### src/rtl/spi_txn_pkg.sv
// Shared types, defaults and sizing helpers for the SPI transaction scheduler.
package spi_txn_pkg;

    localparam int DW_DEFAULT      = 12;
    localparam int NEWD_DEFAULT    = 16;
    localparam int TIMEOUT_DEFAULT = 1024;

    typedef enum logic [1:0] {
        IDLE      = 2'd0,
        LAUNCH    = 2'd1,
        WAIT_DONE = 2'd2
    } state_t;

    // One shared counter times both the newd pulse and the done timeout.
    function automatic int ctr_width(input int a, input int b);
        int m;
        m = (a > b) ? a : b;
        return $clog2(m + 1);
    endfunction

    localparam int CTR_W_DEFAULT = ctr_width(NEWD_DEFAULT, TIMEOUT_DEFAULT);

endpackage

### src/rtl/spi_txn_sched_if.sv
// Producer and consumer valid/ready streams of the SPI transaction scheduler.
interface spi_txn_sched_if import spi_txn_pkg::*; #(
    parameter int DW = DW_DEFAULT
) ();

    logic          s_valid;
    logic          s_ready;
    logic [DW-1:0] s_data;
    logic          m_valid;
    logic          m_ready;
    logic [DW-1:0] m_data;

    modport slave (
        input  s_valid, s_data, m_ready,
        output s_ready, m_valid, m_data
    );

    modport master (
        output s_valid, s_data, m_ready,
        input  s_ready, m_valid, m_data
    );

endinterface

### src/rtl/spi_txn_fifo.sv
// Synchronous word FIFO; push is ignored when full, pop is ignored when empty.
module spi_txn_fifo import spi_txn_pkg::*; #(
    parameter int DW    = DW_DEFAULT,
    parameter int DEPTH = 4
) (
    input  logic                   clk,
    input  logic                   rst,
    input  logic                   push,
    input  logic                   pop,
    input  logic [DW-1:0]          din,
    output logic [DW-1:0]          dout,
    output logic [$clog2(DEPTH):0] level,
    output logic                   full,
    output logic                   empty
);

    localparam int AW = $clog2(DEPTH);

    logic [DW-1:0] r_mem [DEPTH];
    logic [AW-1:0] r_wr_ptr;
    logic [AW-1:0] r_rd_ptr;
    logic [AW:0]   r_level;
    logic          w_push;
    logic          w_pop;

    assign full   = (r_level == (AW+1)'(DEPTH));
    assign empty  = (r_level == '0);
    assign level  = r_level;
    assign dout   = r_mem[r_rd_ptr];
    assign w_push = push & ~full;
    assign w_pop  = pop & ~empty;

    always_ff @(posedge clk) begin
        if (w_push) begin
            r_mem[r_wr_ptr] <= din;
        end
    end

    // DEPTH is a power of two, so the pointers wrap on their own.
    always_ff @(posedge clk) begin
        if (rst) begin
            r_wr_ptr <= '0;
            r_rd_ptr <= '0;
            r_level  <= '0;
        end else begin
            if (w_push) begin
                r_wr_ptr <= r_wr_ptr + AW'(1);
            end
            if (w_pop) begin
                r_rd_ptr <= r_rd_ptr + AW'(1);
            end
            r_level <= r_level + (AW+1)'(w_push) - (AW+1)'(w_pop);
        end
    end

endmodule

### src/rtl/spi_txn_sched.sv
// Buffers producer words, runs one spi_top newd/done transaction per word and
// returns the captured dout on a result stream, with a done timeout.
module spi_txn_sched import spi_txn_pkg::*; #(
    parameter int DW             = DW_DEFAULT,
    parameter int DEPTH          = 4,
    parameter int NEWD_CYCLES    = NEWD_DEFAULT,
    parameter int TIMEOUT_CYCLES = TIMEOUT_DEFAULT,
    parameter int CNT_W          = 16
) (
    input  logic                   clk,
    input  logic                   rst,
    spi_txn_sched_if.slave         bus,
    output logic                   spi_newd,
    output logic [DW-1:0]          spi_din,
    input  logic [DW-1:0]          spi_dout,
    input  logic                   spi_done,
    output logic                   busy,
    output logic [$clog2(DEPTH):0] level,
    output logic                   err,
    output logic [CNT_W-1:0]       txn_cnt
);

    localparam int            TW           = ctr_width(NEWD_CYCLES, TIMEOUT_CYCLES);
    localparam logic [TW-1:0] NEWD_LAST    = TW'(NEWD_CYCLES - 1);
    localparam logic [TW-1:0] TIMEOUT_LAST = TW'(TIMEOUT_CYCLES - 1);

    state_t                 r_state;
    logic [TW-1:0]          r_cnt;
    logic                   r_done_q;
    logic                   r_newd;
    logic [DW-1:0]          r_din;
    logic                   r_err;
    logic                   r_m_valid;
    logic [DW-1:0]          r_m_data;
    logic [CNT_W-1:0]       r_txn_cnt;

    logic                   w_done_rise;
    logic                   w_slot_free;
    logic                   w_launch;
    logic                   w_capture;
    logic                   w_timeout;
    logic                   w_fifo_full;
    logic                   w_fifo_empty;
    logic [DW-1:0]          w_fifo_dout;
    logic [$clog2(DEPTH):0] w_level;

    spi_txn_fifo #(
        .DW    (DW),
        .DEPTH (DEPTH)
    ) u_fifo (
        .clk   (clk),
        .rst   (rst),
        .push  (bus.s_valid),
        .pop   (w_launch),
        .din   (bus.s_data),
        .dout  (w_fifo_dout),
        .level (w_level),
        .full  (w_fifo_full),
        .empty (w_fifo_empty)
    );

    // The result slot counts as free when the consumer drains it this cycle.
    assign w_done_rise = spi_done & ~r_done_q;
    assign w_slot_free = ~r_m_valid | bus.m_ready;
    assign w_launch    = (r_state == IDLE) & ~w_fifo_empty & w_slot_free;
    assign w_capture   = ((r_state == LAUNCH) | (r_state == WAIT_DONE)) & w_done_rise;
    assign w_timeout   = (r_state == WAIT_DONE) & ~w_done_rise & (r_cnt == TIMEOUT_LAST);

    assign bus.s_ready = ~w_fifo_full;
    assign bus.m_valid = r_m_valid;
    assign bus.m_data  = r_m_data;
    assign spi_newd    = r_newd;
    assign spi_din     = r_din;
    assign busy        = (r_state != IDLE);
    assign level       = w_level;
    assign err         = r_err;
    assign txn_cnt     = r_txn_cnt;

    always_ff @(posedge clk) begin
        if (rst) begin
            r_state   <= IDLE;
            r_cnt     <= '0;
            r_done_q  <= 1'b0;
            r_newd    <= 1'b0;
            r_din     <= '0;
            r_err     <= 1'b0;
            r_m_valid <= 1'b0;
            r_m_data  <= '0;
            r_txn_cnt <= '0;
        end else begin
            r_done_q <= spi_done;
            r_err    <= w_timeout;

            if (w_capture) begin
                r_m_data  <= spi_dout;
                r_txn_cnt <= r_txn_cnt + CNT_W'(1);
            end

            // A capture in the same cycle as a drain keeps the slot full.
            if (w_capture) begin
                r_m_valid <= 1'b1;
            end else if (bus.m_ready) begin
                r_m_valid <= 1'b0;
            end

            case (r_state)
                IDLE: begin
                    if (w_launch) begin
                        r_state <= LAUNCH;
                        r_din   <= w_fifo_dout;
                        r_cnt   <= '0;
                        r_newd  <= 1'b1;
                    end
                end
                LAUNCH: begin
                    if (w_capture) begin
                        r_state <= IDLE;
                        r_newd  <= 1'b0;
                    end else if (r_cnt == NEWD_LAST) begin
                        r_state <= WAIT_DONE;
                        r_newd  <= 1'b0;
                        r_cnt   <= '0;
                    end else begin
                        r_cnt <= r_cnt + TW'(1);
                    end
                end
                WAIT_DONE: begin
                    if (w_capture || w_timeout) begin
                        r_state <= IDLE;
                    end else begin
                        r_cnt <= r_cnt + TW'(1);
                    end
                end
                default: r_state <= IDLE;
            endcase
        end
    end

endmodule
### src/flat_wrapper.sv
// flat-port wrapper written by rule: the top's interface ports become plain ports
module spi_txn_sched_flat import spi_txn_pkg::*;
#(
    parameter int DW             = DW_DEFAULT,
    parameter int DEPTH          = 4,
    parameter int NEWD_CYCLES    = NEWD_DEFAULT,
    parameter int TIMEOUT_CYCLES = TIMEOUT_DEFAULT,
    parameter int CNT_W          = 16
)
  (clk, rst, spi_newd, spi_din, spi_dout, spi_done, busy, level, err, txn_cnt, bus_s_valid, bus_s_data, bus_m_ready, bus_s_ready, bus_m_valid, bus_m_data);
  spi_txn_sched_if #(.DW(DW)) bus_i ();
  input  logic clk;
  input  logic rst;
  output logic spi_newd;
  output logic [DW-1:0] spi_din;
  input  logic [DW-1:0] spi_dout;
  input  logic spi_done;
  output logic busy;
  output logic [$clog2(DEPTH):0] level;
  output logic err;
  output logic [CNT_W-1:0] txn_cnt;
  input wire logic [$bits(bus_i.s_valid)-1:0] bus_s_valid;
  input wire logic [$bits(bus_i.s_data)-1:0] bus_s_data;
  input wire logic [$bits(bus_i.m_ready)-1:0] bus_m_ready;
  output wire logic [$bits(bus_i.s_ready)-1:0] bus_s_ready;
  output wire logic [$bits(bus_i.m_valid)-1:0] bus_m_valid;
  output wire logic [$bits(bus_i.m_data)-1:0] bus_m_data;
  assign bus_i.s_valid = bus_s_valid;
  assign bus_i.s_data = bus_s_data;
  assign bus_i.m_ready = bus_m_ready;
  assign bus_s_ready = bus_i.s_ready;
  assign bus_m_valid = bus_i.m_valid;
  assign bus_m_data = bus_i.m_data;
  spi_txn_sched #(.DW(DW), .DEPTH(DEPTH), .NEWD_CYCLES(NEWD_CYCLES), .TIMEOUT_CYCLES(TIMEOUT_CYCLES), .CNT_W(CNT_W)) u_core (.clk(clk), .rst(rst), .bus(bus_i), .spi_newd(spi_newd), .spi_din(spi_din), .spi_dout(spi_dout), .spi_done(spi_done), .busy(busy), .level(level), .err(err), .txn_cnt(txn_cnt));
endmodule
### config.mk
export PLATFORM = sky130hd
export DESIGN_NAME = spi_txn_sched_flat
export DESIGN_NICKNAME = d
export VERILOG_FILES = /design/src/rtl/spi_txn_pkg.sv /design/src/rtl/spi_txn_sched_if.sv /design/src/rtl/spi_txn_fifo.sv /design/src/rtl/spi_txn_sched.sv /design/src/flat_wrapper.sv
export SDC_FILE = /design/constraint.sdc
export NUM_CORES = 1
export LEC_CHECK = 0
export BUFFER_PORTS_ARGS = -buffer_cell sky130_fd_sc_hd__buf_2
export CORE_MARGIN = 1
export CORE_UTILIZATION = 48
export CTS_CLUSTER_DIAMETER = 30
export DETAILED_ROUTE_END_ITERATION = 10
export PLACE_DENSITY_LB_ADDON = 0.05
export SKIP_LAST_GASP = 1
export SYNTH_ARGS = -nofsm -noshare
export SYNTH_HDL_FRONTEND = slang
export SYNTH_SLANG_ARGS = --single-unit
### constraint.sdc
create_clock -name clk -period 2.7 [get_ports clk]
set_input_delay 0.135 -clock clk [delete_from_list [all_inputs] [get_ports clk]]
set_output_delay 0.135 -clock clk [all_outputs]
set_load 0.02 [all_outputs]
# Word level (Yosys, flattened, before mapping)

Memory sizes are Yosys's and may differ from the RTL's. A register that Yosys moved wholly into a read port is not among the register bits.
Cells that the tools add are included.
Widths: inputs -> output; s select.

RAM bits: 48
Register bits: 52
Memories kept: 1
Word-level logic and storage cells: 72

Add/subtract/negate cells: 6
Reduce and logical (&&, ||, !) cells: 11
Bitwise logic cells: 15
Equality and inequality tests: 10
Mux-type cells: 18

Memory list:

| memory              | words | bits a word | rd ports | clocked after Yosys merged registers in | write ports | line               | text |
|---|---|---|---|---|---|---|---|
| u_core.u_fifo.r_mem | 4     | 12          | 1        | 1                                       | 1           | spi_txn_fifo.sv:19 | `logic [DW-1:0] r_mem [DEPTH];` |

Operators with widths:

| kind                  | count |
|---|---|
| $mux 11               | 4 |
| $pmux 11 s3           | 1 |
| $add 16x1->16 const B | 1 |
| $add 11x1->11 const B | 1 |
| $eq 11x10->1 const B  | 1 |
| $eq 11x4->1 const B   | 1 |
| $and 1x1->1           | 8 |
| $mux 2                | 4 |
| $ne 2x2->1 const B    | 4 |
| $mux 1                | 7 |
| $pmux 2 s3            | 1 |
| $reduce_and 3->1      | 2 |
| $reduce_bool 2->1     | 3 |
| $not 1->1             | 5 |
| $add 2x1->2 const B   | 2 |
| $reduce_and 4->1      | 1 |
| $add 3x1->3           | 1 |
| $eq 3x3->1 const B    | 1 |
| $logic_not 3->1       | 1 |
| $ne 3x2->1 const B    | 1 |
| $reduce_bool 3->1     | 1 |
| $sub 3x1->3           | 1 |
| $eq 2x1->1 const B    | 1 |
| $eq 2x2->1 const B    | 1 |
| other kinds (5)       | 6 |

# Logic depth before layout (Yosys ltp)

Gate-level depths: netlist (run 1).

Word-level depth: 8
Mapped depth: 11
Gate-level depth less buffers: 10

# Hierarchy

From an unflattened synthesis (run 1), not the netlist that was laid out.

Cells, all modules: 419
Area, all modules: 4705.8 um2

Modules (own cells, without submodules):

| module        | instances | cells an instance | area an instance (um2) |
|---|---|---|---|
| spi_txn_sched | 1         | 306               | 2497.4 |
| spi_txn_fifo  | 1         | 113               | 2208.4 |

# Worst setup path before layout (run 1)

OpenSTA, ideal clock, no wires.

Path type: reg-to-reg
Start point: reg u_core.r_m_valid (netlist: u_core.bus.m_valid)
End point: reg u_core.u_fifo.r_level[2] (netlist: u_core.u_fifo.level[2])
Arrival: 2.269 ns
Clock period less this slack: 2.397 ns
Setup time: 0.128 ns
Path slack: 0.303 ns
Buffers on the path: 1
Stages on the path, launching flop included: 12
Path through: dfxtp_1 > nor2b_1 > nor2_1 > nand2_1 > clkinv_1 > clkbuf_1 > ha_1 > inv_1 > ha_1 > fa_1 > xnor2_1 > nor2_1

Cells in the longest elaborated chain, start to end: 5

Ends and longest elaborated chain:

| item                          | line                 | text |
|---|---|---|
| start, declared               | spi_txn_sched.sv:33  | `logic r_m_valid;` |
| start signal, assigned        | spi_txn_sched.sv:87  | `r_m_valid <= 1'b0;` |
| start signal, assigned        | spi_txn_sched.sv:101 | `r_m_valid <= 1'b1;` |
| start signal, assigned        | spi_txn_sched.sv:103 | `r_m_valid <= 1'b0;` |
| $not 1->1                     | spi_txn_sched.sv:64  | `assign w_slot_free = ~r_m_valid \| bus.m_ready;` |
| $or 1x1->1                    | spi_txn_sched.sv:64  |  |
| $and 1x1->1                   | spi_txn_sched.sv:65  | `assign w_launch = (r_state == IDLE) & ~w_fifo_empty & w_slot_free;` |
| $and 1x1->1                   | spi_txn_fifo.sv:31   | `assign w_pop = pop & ~empty;` |
| named net u_core.u_fifo.w_pop | spi_txn_fifo.sv:24   | `logic w_pop;` |
| $sub 3x1->3                   | spi_txn_fifo.sv:52   | `r_level <= r_level + (AW+1)'(w_push) - (AW+1)'(w_pop);` |
| end signal, assigned          | spi_txn_fifo.sv:52   |  |
| end, declared                 | spi_txn_fifo.sv:22   | `logic [AW:0] r_level;` |

The timed path passes the listed nets, and every way through them passes these cells.
A chain may end at the register's enable or synchronous reset.

# Worst setup path after layout (run 1)

Start point: reg u_core.r_cnt[0]
End point: reg u_core.r_state[1]

Cells in the longest elaborated chain, start to end: 5

Ends and longest elaborated chain:

| item                                  | line                 | text |
|---|---|---|
| start, declared                       | spi_txn_sched.sv:28  | `logic [TW-1:0] r_cnt;` |
| start signal, assigned                | spi_txn_sched.sv:124 | `r_cnt <= r_cnt + TW'(1);` |
| start signal, assigned                | spi_txn_sched.sv:131 | `r_cnt <= r_cnt + TW'(1);` |
| $eq 11x10->1                          | spi_txn_sched.sv:67  | `assign w_timeout = (r_state == WAIT_DONE) & ~w_done_rise & (r_cnt == TIMEOUT_LAST);` |
| $and 1x1->1                           | spi_txn_sched.sv:67  |  |
| $logic_or 1x1->1                      | spi_txn_sched.sv:128 | `if (w_capture \|\| w_timeout) begin` |
| $ne 2x2->1 (no source line)           | n/a                  |  |
| $reduce_and 3->1 (no source line) (*) | n/a                  |  |
| end signal, assigned                  | spi_txn_sched.sv:81  | `r_state <= IDLE;` |
| end signal, assigned                  | spi_txn_sched.sv:129 | `r_state <= IDLE;` |
| end signal, assigned                  | spi_txn_sched.sv:134 | `default: r_state <= IDLE;` |
| end, declared                         | spi_txn_sched.sv:27  | `state_t r_state;` |

Mark *: on every way between the ends. The rest lies on a longest branch, timed or not.

==> flow_metrics.py, run 1 <==
metrics = {
    "outcome": {
        "status": "complete, no violations",
    },
    "clocking": {
        "cts_sinks": 112,
        "htreeDepth": 3,
        "cts_root_buffer": "clkbuf_8",
        "cts.clk_slew.worst_paths_ns": 0.11,
        "clk_path_buf_depth": 2,
        "cts_resized": 0,
        "cts-buffers-inserted": 9,
        "worstSkewPairLatency_ns": 0.38,
        "cts_tree": "done",
    },
    "min_path": {
        "hold_depth": 2,
        "min_from": "spi_done",
        "min_path_type": "in -> reg",
        "hold-path-endpoint": "u_core.r_done_q",
    },
    "floorplan": {
        "die_w_um": 101,
        "rows": 35,
        "die_h_um": 101,
        "design.die.area_sq_um": 10100,
        "placeableCoreArea_sq_um": 9330,
        "start_util_pct": 50.0,
        "ios": 77,
    },
    "detailed_routing": {
        "remaining_drc_errors": 0,
        "via_count": 3341,
        "drt_wl_total_um": 9450,
        "drt_pass1_iterations": 4,
        "drtIter0Drc": 147,
        "wl_per_cell_um": 14.7,
        "viasPerCell": 5.18,
        "drtAntennaViolNets": 0,
    },
    "logic_synthesis": {
        "synthTopCellsByArea": "edfxtp_1 (31%), dfxtp_1 (27%), nand2_1 (5.8%)",
        "synthCells": 409,
        "seq_area_frac_synth_pct": 58.3,
        "syn_nets": 451,
        "syn_area_sq_um": 4670,
        "ys_ff_latch": 112,
        "yosysTopAreaCell": "edfxtp_1",
        "yosysWarnings": 0,
        "synth_edf_count": 48,
        "synth_flop_cell": "dfxtp_1",
        "synth_top_area_share_pct": 30.9,
        "synthDistinctLibCells": 50,
        "synth.avg_cell_area_sq_um": 11.4,
        "async_flop_share_pct": 0,
    },
    "sta": {
        "worst_slew_pin_slew_ns": 0.696,
        "fin_setup_tns_ns": 0,
        "finalMaxSlewViolations": 0,
        "fin_skew_ns": 0.0107,
        "max-slew-margin-rel_pct": 53.3,
        "setup_slack_ns": 0.483,
        "fin_crit_sh_pct": 82.1,
        "grt_setup_unrepaired": "false",
        "report.final.hold_viol_count": 0,
        "setup_viol": 0,
        "period_minus_slack_ns": 2.22,
        "hold_slack_ns": 0.0310,
        "max_freq_ghz": 0.451,
    },
    "power": {
        "max-vdd-ir-drop_v": 0.000533,
        "power.static_leakage_nw": 2.19,
        "pwr-share-seq_pct": 45.4,
        "p_total_mw": 4.75,
        "power_density_nw_per_um2": 846,
        "internal_power_mw": 3.02,
        "p_sw_mw": 1.73,
        "switching_share_pct": 36.4,
        "pwr-share-comb_pct": 34.0,
        "clkPwrFrac_pct": 20.6,
    },
    "global_route": {
        "grt_pass1_wl_um": 15300,
        "antenna_found_initial": 0,
        "grtUsageTotal_pct": 19.9,
        "overflow": 0,
        "grt_pass1_vias": 3178,
        "grt_max_degree": 41,
    },
    "layout": {
        "syn2layout_area_growth_pct": 20.5,
        "nets": 553,
        "drive_gt1_share_pct": 24.0,
        "layout.cells.non_filler": 645,
        "final_area_sq_um": 5620,
        "fin_util_pct": 60.3,
        "n_antenna_cell": 0,
    },
    "worst_setup_path": {
        "cp-start-kind": "flop",
        "timing.rr.end": "u_core.r_state[1]",
        "critPathCaptureType": "flop",
        "reg2reg_depth": 6,
        "reg2reg_slack_ns": 0.48,
        "arrival_ns": 2.49,
        "cp.required_ns": 2.97,
        "worst-setup-path-type": "reg -> reg",
        "r2r-start": "u_core.r_cnt[0]",
        "crit_fanout": 6,
    },
    "run": {
        "drv_cap": 0,
    },
    "placed_design": {
        "dp_hpwl_um": 6380,
        "gp_congestion": 0.804,
        "post-place-cells": 605,
        "io_buffers": 76,
        "placed_cell_area_sq_um": 5190,
        "dpl_worst_slack_ns": 0.514,
    },
}
state kept, by name (all words and copies together), names as in the netlist:
name,cells
u_core.spi_newd,1
u_core.err,1
u_core.txn_cnt,16
u_core.u_fifo.level,3
u_core.u_fifo.r_rd_ptr,2
u_core.bus.m_valid,1
u_core.spi_din,12
u_core.r_done_q,1
u_core.r_cnt,11
u_core.r_state,2
u_core.u_fifo.r_wr_ptr,2
u_core.bus.m_data,12
u_core.u_fifo.r_mem,48
cell usage in the layout, fill, tap and decap left out, types with 7 or more instances in the layout:
cell,netlist,routed
inv_1,11,11
clkbuf_8,1,9
dlygate4sd3_1,0,24
buf_4,0,10
nand2_1,72,72
nor3_1,10,10
edfxtp_1,48,48
dfxtp_1,64,64
and3_1,7,7
buf_2,1,76
mux4_2,12,12
nor2_1,29,29
nand3_1,13,13
ha_1,12,12
xor2_1,14,14
a21oi_1,29,29
worst max-delay path, stage by stage, from the launching register on:
cell and delay (ns):
dfxtp_1 0.40, ha_1 0.23, and3_4 0.23, nand3_4 0.10, or4_1 0.61, a31oi_4 0.24, mux2_4 0.31
power by group through the flow:
stage / sequential [mW] / clock, mW / combinational, mW
after floorplan: 2.32 / 0 / 0.997
after global placement: 2.19 / 0 / 1.59
after detailed placement: 2.20 / 0 / 1.61
after CTS: 2.16 / 1.01 / 1.64
after global routing: 2.19 / 1.08 / 1.79
final: 2.16 / 0.981 / 1.62
layout make-up:
class                      count  area [sq um]
fill                         795          3700
sequential                   112          2720
multi-input combinational    266          1800
timing repair buffer         110           696
tap                          129           161
clock buffer                   9           124
clock inverter                 7          72.6
inverter                      12          45.0
timing repair:
item / in CTS / in global routing
hold buffers: 24 / 0
buffers inserted: 0 / 0
hold endpoints to repair: 60 / 0
per-layer routing:
metal	wire, um	track usage (%)
met2	4660	35.1
met5	0	0
met1	4340	24.2
met4	100	5.35
met3	347	4.99
synth_stat cells (6+ instances only):
cell type	count
inv_1	11
nor2_1	29
and3_1	7
nor3_1	10
edfxtp_1	48
dfxtp_1	64
nand2_1	72
ha_1	12
nand3_1	13
nand4_1	6
xnor2_1	6
mux4_2	12
xor2_1	14
a32o_1	6
clkbuf_1	13
a21oi_1	29
o21ai_0	6
kinds of logic (layout without fill, tap and decap cells):
logic type	after synthesis	after routing	share of synthesized area (%)
and+or+nand+nor	165	165	17.3
DFF	112	112	58.3
AOI/OAI and AO/OA	54	54	7.59
buffers and inverters	31	138	3.06
xor gates and xnor gates	20	20	3.75
muxes	14	14	6.33
adders and majority gates	13	13	3.65
how the worst max path moves through the flow:
stage	startpoint	endpoint	slack, ns	depth (start not counted)
final	u_core.r_cnt[0]	u_core.r_state[1]	0.48	6
after global routing	u_core.u_fifo.level[1]	u_core.u_fifo.level[2]	0.35	10
after CTS	u_core.r_cnt[0]	u_core.r_state[1]	0.49	6
after detailed placement	u_core.u_fifo.level[1]	u_core.u_fifo.level[2]	0.51	10
after global placement	u_core.u_fifo.level[1]	u_core.u_fifo.level[2]	0.52	10
after floorplan	u_core.bus.m_valid	u_core.u_fifo.level[2]	0.30	11
Note: power is estimated with default switching activity, not from simulation.
==> run 2, diff against run 1 <==
--- a/config.mk
+++ b/config.mk
@@ -5,6 +5,7 @@
 export SDC_FILE = /design/constraint.sdc
 export NUM_CORES = 1
 export LEC_CHECK = 0
+export ABC_AREA = 1
 export BUFFER_PORTS_ARGS = -buffer_cell sky130_fd_sc_hd__buf_2
 export CORE_MARGIN = 1
 export CORE_UTILIZATION = 48
==> constraint.sdc (replaced) <==
create_clock -name clk -period 2 [get_ports clk]
set_input_delay 0.1 -clock clk [delete_from_list [all_inputs] [get_ports clk]]
set_output_delay 0.1 -clock clk [all_outputs]
set_load 0.02 [all_outputs]
==> flow_metrics.py, run 2 <==
metrics = {
    "layout": {
        "multiInputGateArea_sq_um": 1920,
        "layout.cells.non_filler": 820,
        "n_antenna_cell": 0,
        "drive_gt1_share_pct": 21.8,
        "final_cell_mix": "nand2_1 (102), nor2_1 (99), buf_2 (76)",
        "syn2layout_area_growth_pct": 23.0,
        "mostFrequentLayoutCell": "nand2_1",
        "regMostFlops": "u_core.u_fifo.r_mem",
        "nets": 724,
        "largest_register_ffs": 48,
        "regArea_sq_um": 2730,
        "fill_cells": 843,
    },
    "logic_synthesis": {
        "seq_area_frac_synth_pct": 55.3,
        "syn_area_sq_um": 4920,
        "async_flop_share_pct": 0,
        "synth_top_area_share_pct": 29.3,
        "ys_top_cells_by_count": "nand2_1 (102), nor2_1 (99), dfxtp_1 (64)",
        "synth.avg_cell_area_sq_um": 8.66,
        "synth_flop_cell": "dfxtp_1",
        "synthCells": 569,
        "yosysMostFrequentCell": "nand2_1",
        "yosysTopAreaCell": "edfxtp_1",
        "yosysWarnings": 0,
        "synthTopCellsByArea": "edfxtp_1 (29%), dfxtp_1 (26%), nand2_1 (7.8%)",
        "ys_ff_latch": 112,
        "synth_edf_count": 48,
        "syn_nets": 611,
        "synthDistinctLibCells": 36,
    },
    "worst_setup_path": {
        "r2r-start": "u_core.r_state[1]",
        "worst-setup-path-type": "reg -> reg",
        "cp-start-kind": "flop",
        "arrival_ns": 2.24,
        "cp.required_ns": 2.32,
        "crit_fanout": 3,
        "reg2reg_depth": 12,
        "cp-startpoint": "u_core.r_state[1]",
        "timing.rr.end": "u_core.u_fifo.level[1]",
        "critPathCaptureType": "flop",
        "reg2reg_slack_ns": 0.08,
    },
    "floorplan": {
        "ios": 77,
        "die_w_um": 103,
        "placeableCoreArea_sq_um": 9860,
        "start_util_pct": 49.9,
        "die_h_um": 103,
        "design.die.area_sq_um": 10700,
        "rows": 36,
    },
    "placed_design": {
        "dp_hpwl_um": 6940,
        "io_buffers": 76,
        "post-place-cells": 778,
        "gp_congestion": 0.862,
    },
    "min_path": {
        "min_path_type": "in -> reg",
        "hold-path-endpoint": "u_core.bus.m_valid",
        "min_from": "bus_m_ready",
        "hold_depth": 3,
    },
    "global_route": {
        "grt_pass1_vias": 3589,
        "overflow": 0,
        "use_met2_pct": 36.9,
        "grt_pass1_wl_um": 16500,
        "grt_max_degree": 26,
        "grt_use_met3_pct": 5.44,
        "top_usage_layer": "met2",
        "use_met1_pct": 24.3,
        "antenna_found_initial": 0,
        "grtUsageTotal_pct": 20.6,
    },
    "run": {
        "drv_cap": 0,
    },
    "sta": {
        "max-slew-margin-rel_pct": 55.8,
        "setup_viol": 0,
        "fin_skew_ns": 0.0190,
        "fin_crit_sh_pct": 95.9,
        "finalMaxSlewViolations": 0,
        "period_minus_slack_ns": 1.92,
        "worst_slew_pin_slew_ns": 0.662,
        "max_freq_ghz": 0.521,
        "report.final.hold_viol_count": 0,
        "grt_setup_unrepaired": "true",
    },
    "clocking": {
        "htreeDepth": 3,
        "cts.clk_slew.worst_paths_ns": 0.12,
        "clk_path_buf_depth": 2,
        "worstSkewPairLatency_ns": 0.39,
        "cts_sinks": 112,
        "cts-buffers-inserted": 9,
        "cts_tree": "done",
        "cts_root_buffer": "clkbuf_8",
    },
    "detailed_routing": {
        "viasPerCell": 4.86,
        "drt_wl_total_um": 10300,
        "drtIter0Drc": 112,
        "via_count": 3982,
        "wl_per_cell_um": 12.6,
        "drtAntennaViolNets": 0,
        "remaining_drc_errors": 0,
        "drt_pass1_iterations": 4,
    },
    "power": {
        "p_sw_mw": 2.88,
        "power_density_nw_per_um2": 1200,
        "internal_power_mw": 4.39,
        "pwr-share-comb_pct": 39.6,
        "p_total_mw": 7.27,
        "max-vdd-ir-drop_v": 0.000983,
        "pwr-share-seq_pct": 41.6,
        "power.static_leakage_nw": 2.59,
        "clkPwrFrac_pct": 18.8,
        "switching_share_pct": 39.6,
    },
    "outcome": {
        "status": "complete, no violations",
    },
}
-- run 2: changes by cell type after synthesis, moves of 6 or more --
cell	delta
xor2_1	-9
inv_1	+51
and3_1	-7
nand3_1	+14
o21ai_0	+42
nand2_2	+9
nand2_1	+30
a32o_1	-6
nor2_1	+70
nand4_1	-6
a31oi_1	+10
mux4_2	-12
-- run 2: how the worst max path moves through the flow --
stage | endpoint | slack, ns | cells past startpoint
3_3_place_gp | u_core.u_fifo.level[1] | 0.14 | 12
3_5_place_dp | u_core.u_fifo.level[1] | 0.1 | 12
5_1_grt | u_core.u_fifo.level[1] | -0.01 | 12
2_1_floorplan | u_core.u_fifo.level[1] | -0.06 | 13
4_1_cts | u_core.u_fifo.level[1] | 0.06 | 12
6_report | u_core.u_fifo.level[1] | 0.08 | 12
-- run 2: cell families after synthesis --
group	count (synthesis)	synth area share, %
flops	112	55.3
compound gates	99	11.0
xor+xnor	7	1.24
buf+inv	84	6.78
fa+ha+maj	13	3.46
simple gates	254	22.2
-- run 2: cell type report --
type,instances,share of cell area [%]
clock buffers,10,2.46
clock inverters,6,1.07
inverters,64,4.01
multi-input cells,373,31.6
flip-flops and latches,112,45.1
well taps,133,2.75
repair buffers,122,13.0
-- run 2: timing repair --
| item | CTS | global route |
|---|---|---|
| hold endpoints to repair | 61 | 0 |
| setup endpoints to repair | 0 | 2 |
| buffers inserted | 0 | 1 |
| resized for setup | 0 | 1 |
| hold buffers | 25 | 0 |
-- run 2: power groups by stage --
stage | sequential (mW) | clock [mW] | combinational [mW]
finish | 3.02 | 1.37 | 2.88
global route | 3.07 | 1.51 | 3.27
CTS | 3.02 | 1.43 | 2.89
detailed placement | 3.07 | 0 | 2.85
global placement | 3.06 | 0 | 2.79
floorplan | 3.29 | 0 | 1.86
-- run 2: metal layers --
metal / wire length, um / up-vias
met5: 0 / -
met2: 5040 / 73
met1: 4680 / 1804
met3: 481 / 12
met4: 120 / 0
li1: - / 2093
-- run 2: worst max-delay path, cell delays in order (launching register included) --
cell and delay [ns]:
dfxtp_2 0.37, inv_2 0.06, ha_4 0.16, inv_4 0.05, nor2_2 0.03, nand2_2 0.08, inv_2 0.05, ha_4 0.25
inv_2 0.03, ha_4 0.14, fa_2 0.52, inv_1 0.04, nor2_1 0.06
-- run 2: stage by stage --
step / worst slack [ns] / setup TNS (ns) / hold WS (ns) / instance area [sq um] / util (%)
finish: 0.0818 / 0 / 0.0681 / 6060 / 61.4
global placement: 0.139 / 0 / 0.311 / 5580 / 56.6
CTS: 0.0550 / 0 / 0.0327 / 6050 / 61.3
detailed placement: 0.0992 / 0 / 0.317 / 5580 / 56.6
floorplan: -0.0556 / -0.0714 / 0.178 / 4980 / -
global route: -0.0136 / -0.0136 / 0.0500 / 6060 / 61.4
